File: config.mk
export PLATFORM = sky130hd
export DESIGN_NAME = alu_share_ctrl
export DESIGN_NICKNAME = d
export VERILOG_FILES = /design/src/rtl/alu_share_ctrl.sv
export SDC_FILE = /design/constraint.sdc
export NUM_CORES = 1
export LEC_CHECK = 0
export ABC_AREA = 1
export BUFFER_PORTS_ARGS = -buffer_cell sky130_fd_sc_hd__buf_2
export CAP_MARGIN = 20
export CORE_MARGIN = 4
export CORE_UTILIZATION = 48
export CTS_BUF_LIST = sky130_fd_sc_hd__clkbuf_8
export CTS_CLUSTER_SIZE = 8
export DETAILED_ROUTE_END_ITERATION = 16
export PLACE_DENSITY = 0.9
export REMOVE_ABC_BUFFERS = 1
export SYNTH_ARGS = -nofsm -noshare
export SYNTH_HDL_FRONTEND = slang
export SYNTH_SLANG_ARGS = --single-unit
File: constraint.sdc
create_clock -name clk -period 1.55 [get_ports clk]
set_clock_uncertainty 0.15 [all_clocks]
set_input_delay 0.3875 -clock clk [delete_from_list [all_inputs] [get_ports clk]]
set_output_delay 0.3875 -clock clk [all_outputs]
set_load 0.1 [all_outputs]
File: src/rtl/alu_share_ctrl.sv
`timescale 1ns/1ps
// alu_share_ctrl: round-robin front end that lets two requesters share one
// small ALU. An accepted operation is registered onto the ALU inputs and
// given one cycle to settle. The result is then held on a response
// handshake until the consumer takes it.
//
// state | meaning
// ------+---------------------------------------------------------------
// IDLE  | arbitrating; at most one requester sees ready
// EXEC  | ALU inputs registered and stable, result settling
// RESP  | result captured, rsp_valid held until rsp_ready
module alu_share_ctrl #(
    parameter int WIDTH = 4,
    parameter int OPW   = 2
) (
    input  logic             clk,
    input  logic             rst,
    input  logic             req0_valid,
    output logic             req0_ready,
    input  logic [WIDTH-1:0] req0_a,
    input  logic [WIDTH-1:0] req0_b,
    input  logic [OPW-1:0]   req0_op,
    input  logic             req1_valid,
    output logic             req1_ready,
    input  logic [WIDTH-1:0] req1_a,
    input  logic [WIDTH-1:0] req1_b,
    input  logic [OPW-1:0]   req1_op,
    output logic [WIDTH-1:0] alu_a,
    output logic [WIDTH-1:0] alu_b,
    output logic [OPW-1:0]   alu_op,
    input  logic [WIDTH-1:0] alu_result,
    output logic             rsp_valid,
    input  logic             rsp_ready,
    output logic             rsp_id,
    output logic [WIDTH-1:0] rsp_data
);

    typedef enum logic [1:0] {
        IDLE = 2'd0,
        EXEC = 2'd1,
        RESP = 2'd2
    } state_t;

    state_t           state_q;
    logic             last_grant_q;
    logic [WIDTH-1:0] alu_a_q;
    logic [WIDTH-1:0] alu_b_q;
    logic [OPW-1:0]   alu_op_q;
    logic             rsp_valid_q;
    logic             rsp_id_q;
    logic [WIDTH-1:0] rsp_data_q;

    logic             grant_d;
    logic             accept_d;
    logic [WIDTH-1:0] sel_a_d;
    logic [WIDTH-1:0] sel_b_d;
    logic [OPW-1:0]   sel_op_d;

    // Round-robin pick: a lone requester wins outright, a tie goes to the
    // requester that was not served last.
    always_comb begin
        grant_d = 1'b0;
        if (req0_valid && req1_valid) begin
            grant_d = ~last_grant_q;
        end else if (req1_valid) begin
            grant_d = 1'b1;
        end
    end

    assign req0_ready = (state_q == IDLE) && req0_valid && (grant_d == 1'b0);
    assign req1_ready = (state_q == IDLE) && req1_valid && (grant_d == 1'b1);

    // Payload of the granted requester, plus whether a handshake happens now.
    always_comb begin
        accept_d = req0_ready || req1_ready;
        sel_a_d  = req0_a;
        sel_b_d  = req0_b;
        sel_op_d = req0_op;
        if (grant_d) begin
            sel_a_d  = req1_a;
            sel_b_d  = req1_b;
            sel_op_d = req1_op;
        end
    end

    // Sequencer with registered ALU-side and response-side outputs.
    always_ff @(posedge clk or posedge rst) begin
        if (rst) begin
            state_q      <= IDLE;
            last_grant_q <= 1'b1;
            alu_a_q      <= '0;
            alu_b_q      <= '0;
            alu_op_q     <= '0;
            rsp_valid_q  <= 1'b0;
            rsp_id_q     <= 1'b0;
            rsp_data_q   <= '0;
        end else begin
            case (state_q)
                IDLE: begin
                    if (accept_d) begin
                        alu_a_q      <= sel_a_d;
                        alu_b_q      <= sel_b_d;
                        alu_op_q     <= sel_op_d;
                        rsp_id_q     <= grant_d;
                        last_grant_q <= grant_d;
                        state_q      <= EXEC;
                    end
                end
                EXEC: begin
                    rsp_data_q  <= alu_result;
                    rsp_valid_q <= 1'b1;
                    state_q     <= RESP;
                end
                RESP: begin
                    if (rsp_ready) begin
                        rsp_valid_q <= 1'b0;
                        state_q     <= IDLE;
                    end
                end
                default: begin
                    rsp_valid_q <= 1'b0;
                    state_q     <= IDLE;
                end
            endcase
        end
    end

    assign alu_a     = alu_a_q;
    assign alu_b     = alu_b_q;
    assign alu_op    = alu_op_q;
    assign rsp_valid = rsp_valid_q;
    assign rsp_id    = rsp_id_q;
    assign rsp_data  = rsp_data_q;

endmodule

==> run summary <==
std cell rows: 16
DR top layer: met4
CP Data Required Time: 1.01 ns
Min-Delay Path Depth: 3
RePlAce Congestion: 0.729
initial antenna violation count: 0
die area: 3000 um^2
DRC: 0
Initial Utilization: 52.0%
Final TNS setup: -0.405 ns
status: finished with violations
CP Launch Point: state_q[0]$_DFFE_PP0P_
Root Driver: clkbuf_8
routed wl met3: 240 um
FF+latch count, synth: 19
vias in the first global route: 990
H-tree Lvls: 1
Avg WL per Cell: 13.9 um
Bufs and invs on worst path: 1
Final Max Tran Viols: 0
Worst Path Max Fanout: 2
Finish-stage setup viols: 2
hold-critical path endpoint: rsp_data[1]$_DFFE_PP0P_
Tmin final: 1.79 ns
r2r startpoint: last_grant_q$_DFFE_PP1P_
worst skew pair latency: 0.25 ns
routed vias: 988
IO Pins: 47
FILL cells: 113
FF+latch area: 478 um^2
Crit. End Element: output port
fin nets: 203
DR iter-0 viols: 12
gr usage total: 21.9%
post-synthesis instance area: 1050 um^2
crit path DAT: 1.26 ns
core area: 2020 um^2
Reg2Reg Capture Point: alu_op[0]$_DFFE_PP0P_
diode count: 0
Rel. slew slack: 79.8%
Die X: 54.8 um
largest net degree at the start of global routing: 14
Fin Hold WS: 0.228 ns
RSZ-0062 raised after global routing: true
Synth Area per Inst: 8.83 um^2
vias per cell: 4.94
first-pass GRT wire length: 4550 um
clk sinks: 19
maximum root-to-sink buffer count: 2
Metal-1 WL: 1020 um
final wirelength: 2770 um
Die Height: 54.8 um
grt ovf: 0
setup ws final: -0.243 ns
WL met2: 1450 um
CP startpoint kind: register
critical-path cell list: nor2_8 -> nand2_4 -> a21oi_4 -> buf_12
failing checks: negative setup slack
worst slack, placed: -0.0983 ns
Port Buffers: 46
CP peak stage delay: 0.45 ns
sequential area share after synthesis: 45.4%
cells on worst reg2reg path: 6
CTS tree: yes
Setup CP Type: register to output port
final hold vios: 0
worst min path class: input port to register
Layout area overhead: 60.1%
layout cells sized above 1: 54.3%
cell family with most CP delay: flip-flops
Final period util: 116%
CTS Buf Count: 3
slowest stage cell, crit path: dfrtp_2
Syn Inst Count: 119
area of the multi-input gates: 522 um^2
Worst-Margin Slew: 0.303 ns
Fmax: 558 MHz
Routed Antenna Nets: 0
Worst R2R Setup Slack: 0.10 ns
dpl hpwl: 2150 um
clk slew on worst S/H paths: 0.07 ns
Hold Startpoint: alu_result[1]
Yosys Warn Count: 0
unique cell type count in the Yosys netlist: 17
drt pass-1 iters: 4
Max Cap Violations: 0
==> area by class of cell <==
class	instances	area share, %
tap	27	2.01
clock inverter	1	0.297
timing repair buffer	56	34.6
clock buffer	3	2.45
sequential	19	28.4
multi-input combinational	89	31.0
inverter	5	1.26
==> sequential cells by signal, summed over array words and instances (netlist names) <==
register	cells
alu_a	4
rsp_id	1
alu_b	4
rsp_data	4
alu_op	2
rsp_valid	1
last_grant_q	1
state_q	2
==> cells in the final DEF (no fill, tap or decap) <==
| cell | synthesis | final |
|---|---|---|
| nand3_2 | 6 | 6 |
| inv_2 | 1 | 1 |
| dfrtp_1 | 18 | 17 |
| buf_12 | 1 | 18 |
| inv_1 | 4 | 3 |
| buf_2 | 2 | 28 |
| dlygate4sd3_1 | 0 | 1 |
| a21oi_4 | 0 | 1 |
| clkinv_2 | 0 | 1 |
| inv_4 | 0 | 1 |
| dfrtp_2 | 0 | 1 |
| nand3_1 | 18 | 18 |
| buf_6 | 3 | 1 |
| nand2_1 | 38 | 38 |
| nand2_4 | 2 | 3 |
| clkbuf_8 | 0 | 3 |
| o21ai_1 | 1 | 1 |
| nor2_1 | 1 | 1 |
| nor2_8 | 1 | 1 |
| nand3_4 | 1 | 1 |
| buf_4 | 0 | 8 |
| nand2_8 | 0 | 1 |
| dfstp_2 | 1 | 1 |
| nand2_2 | 20 | 18 |
==> layer usage <==
layer  GRT usage, %  up-vias
met4           9.54        0
li1               -      482
met3           4.90        6
met2           38.2       50
met1           25.2      450
met5              0        -
==> worst min-delay path, stage by stage <==
cell and delay, ns:
buf_2 0.08, nand3_1 0.07, nand2_1 0.06
==> how the worst max path moves through the flow <==
stage                  to  depth (start not counted)  slack, ns
2_1_floorplan  req0_ready                          3      -1.25
3_3_place_gp   req0_ready                          4      -0.04
3_5_place_dp   req0_ready                          4       -0.1
4_1_cts        req0_ready                          4      -0.25
5_1_grt        req0_ready                          4      -0.29
6_report       req0_ready                          4      -0.24
==> cell families after synthesis <==
| kind of cell | count (synthesis) | share of synthesized area [%] |
|---|---|---|
| compound gates | 2 | 0.951 |
| buf+inv | 11 | 7.86 |
| flops | 19 | 45.4 |
| simple gates | 87 | 45.8 |
==> stage by stage <==
step | std cells | area [um^2] | util (%)
finish | 200 | 1680 | 83.2
global route | 200 | 1680 | 83.2
CTS | 200 | 1670 | 82.5
detailed placement | 194 | 1580 | 78.2
global placement | 194 | 1580 | 78.2
floorplan | 113 | 987 | -
==> timing repair <==
item                                    CTS  global route
endpoints found under the setup margin    2            12
pin swaps                                 1             0
hold buffers                              1             0
endpoints found under the hold margin     6             0
buffers inserted                          1             1
resized for setup                         6             3
gates cloned                              0             0
==> synth_stat cells (all sizes together) <==
master  instances  area, um^2
dfrtp          18         450
nor2            2        23.8
buf             6        63.8
a21oi           1        5.00
nand3          25         168
o21ai           1        5.00
dfstp           1        26.3
inv             5        18.8
nand2          60         290
Power is left out: the tool's default activity adds up to more than one toggle a clock period on the data nets, which glitch-free logic cannot reach.
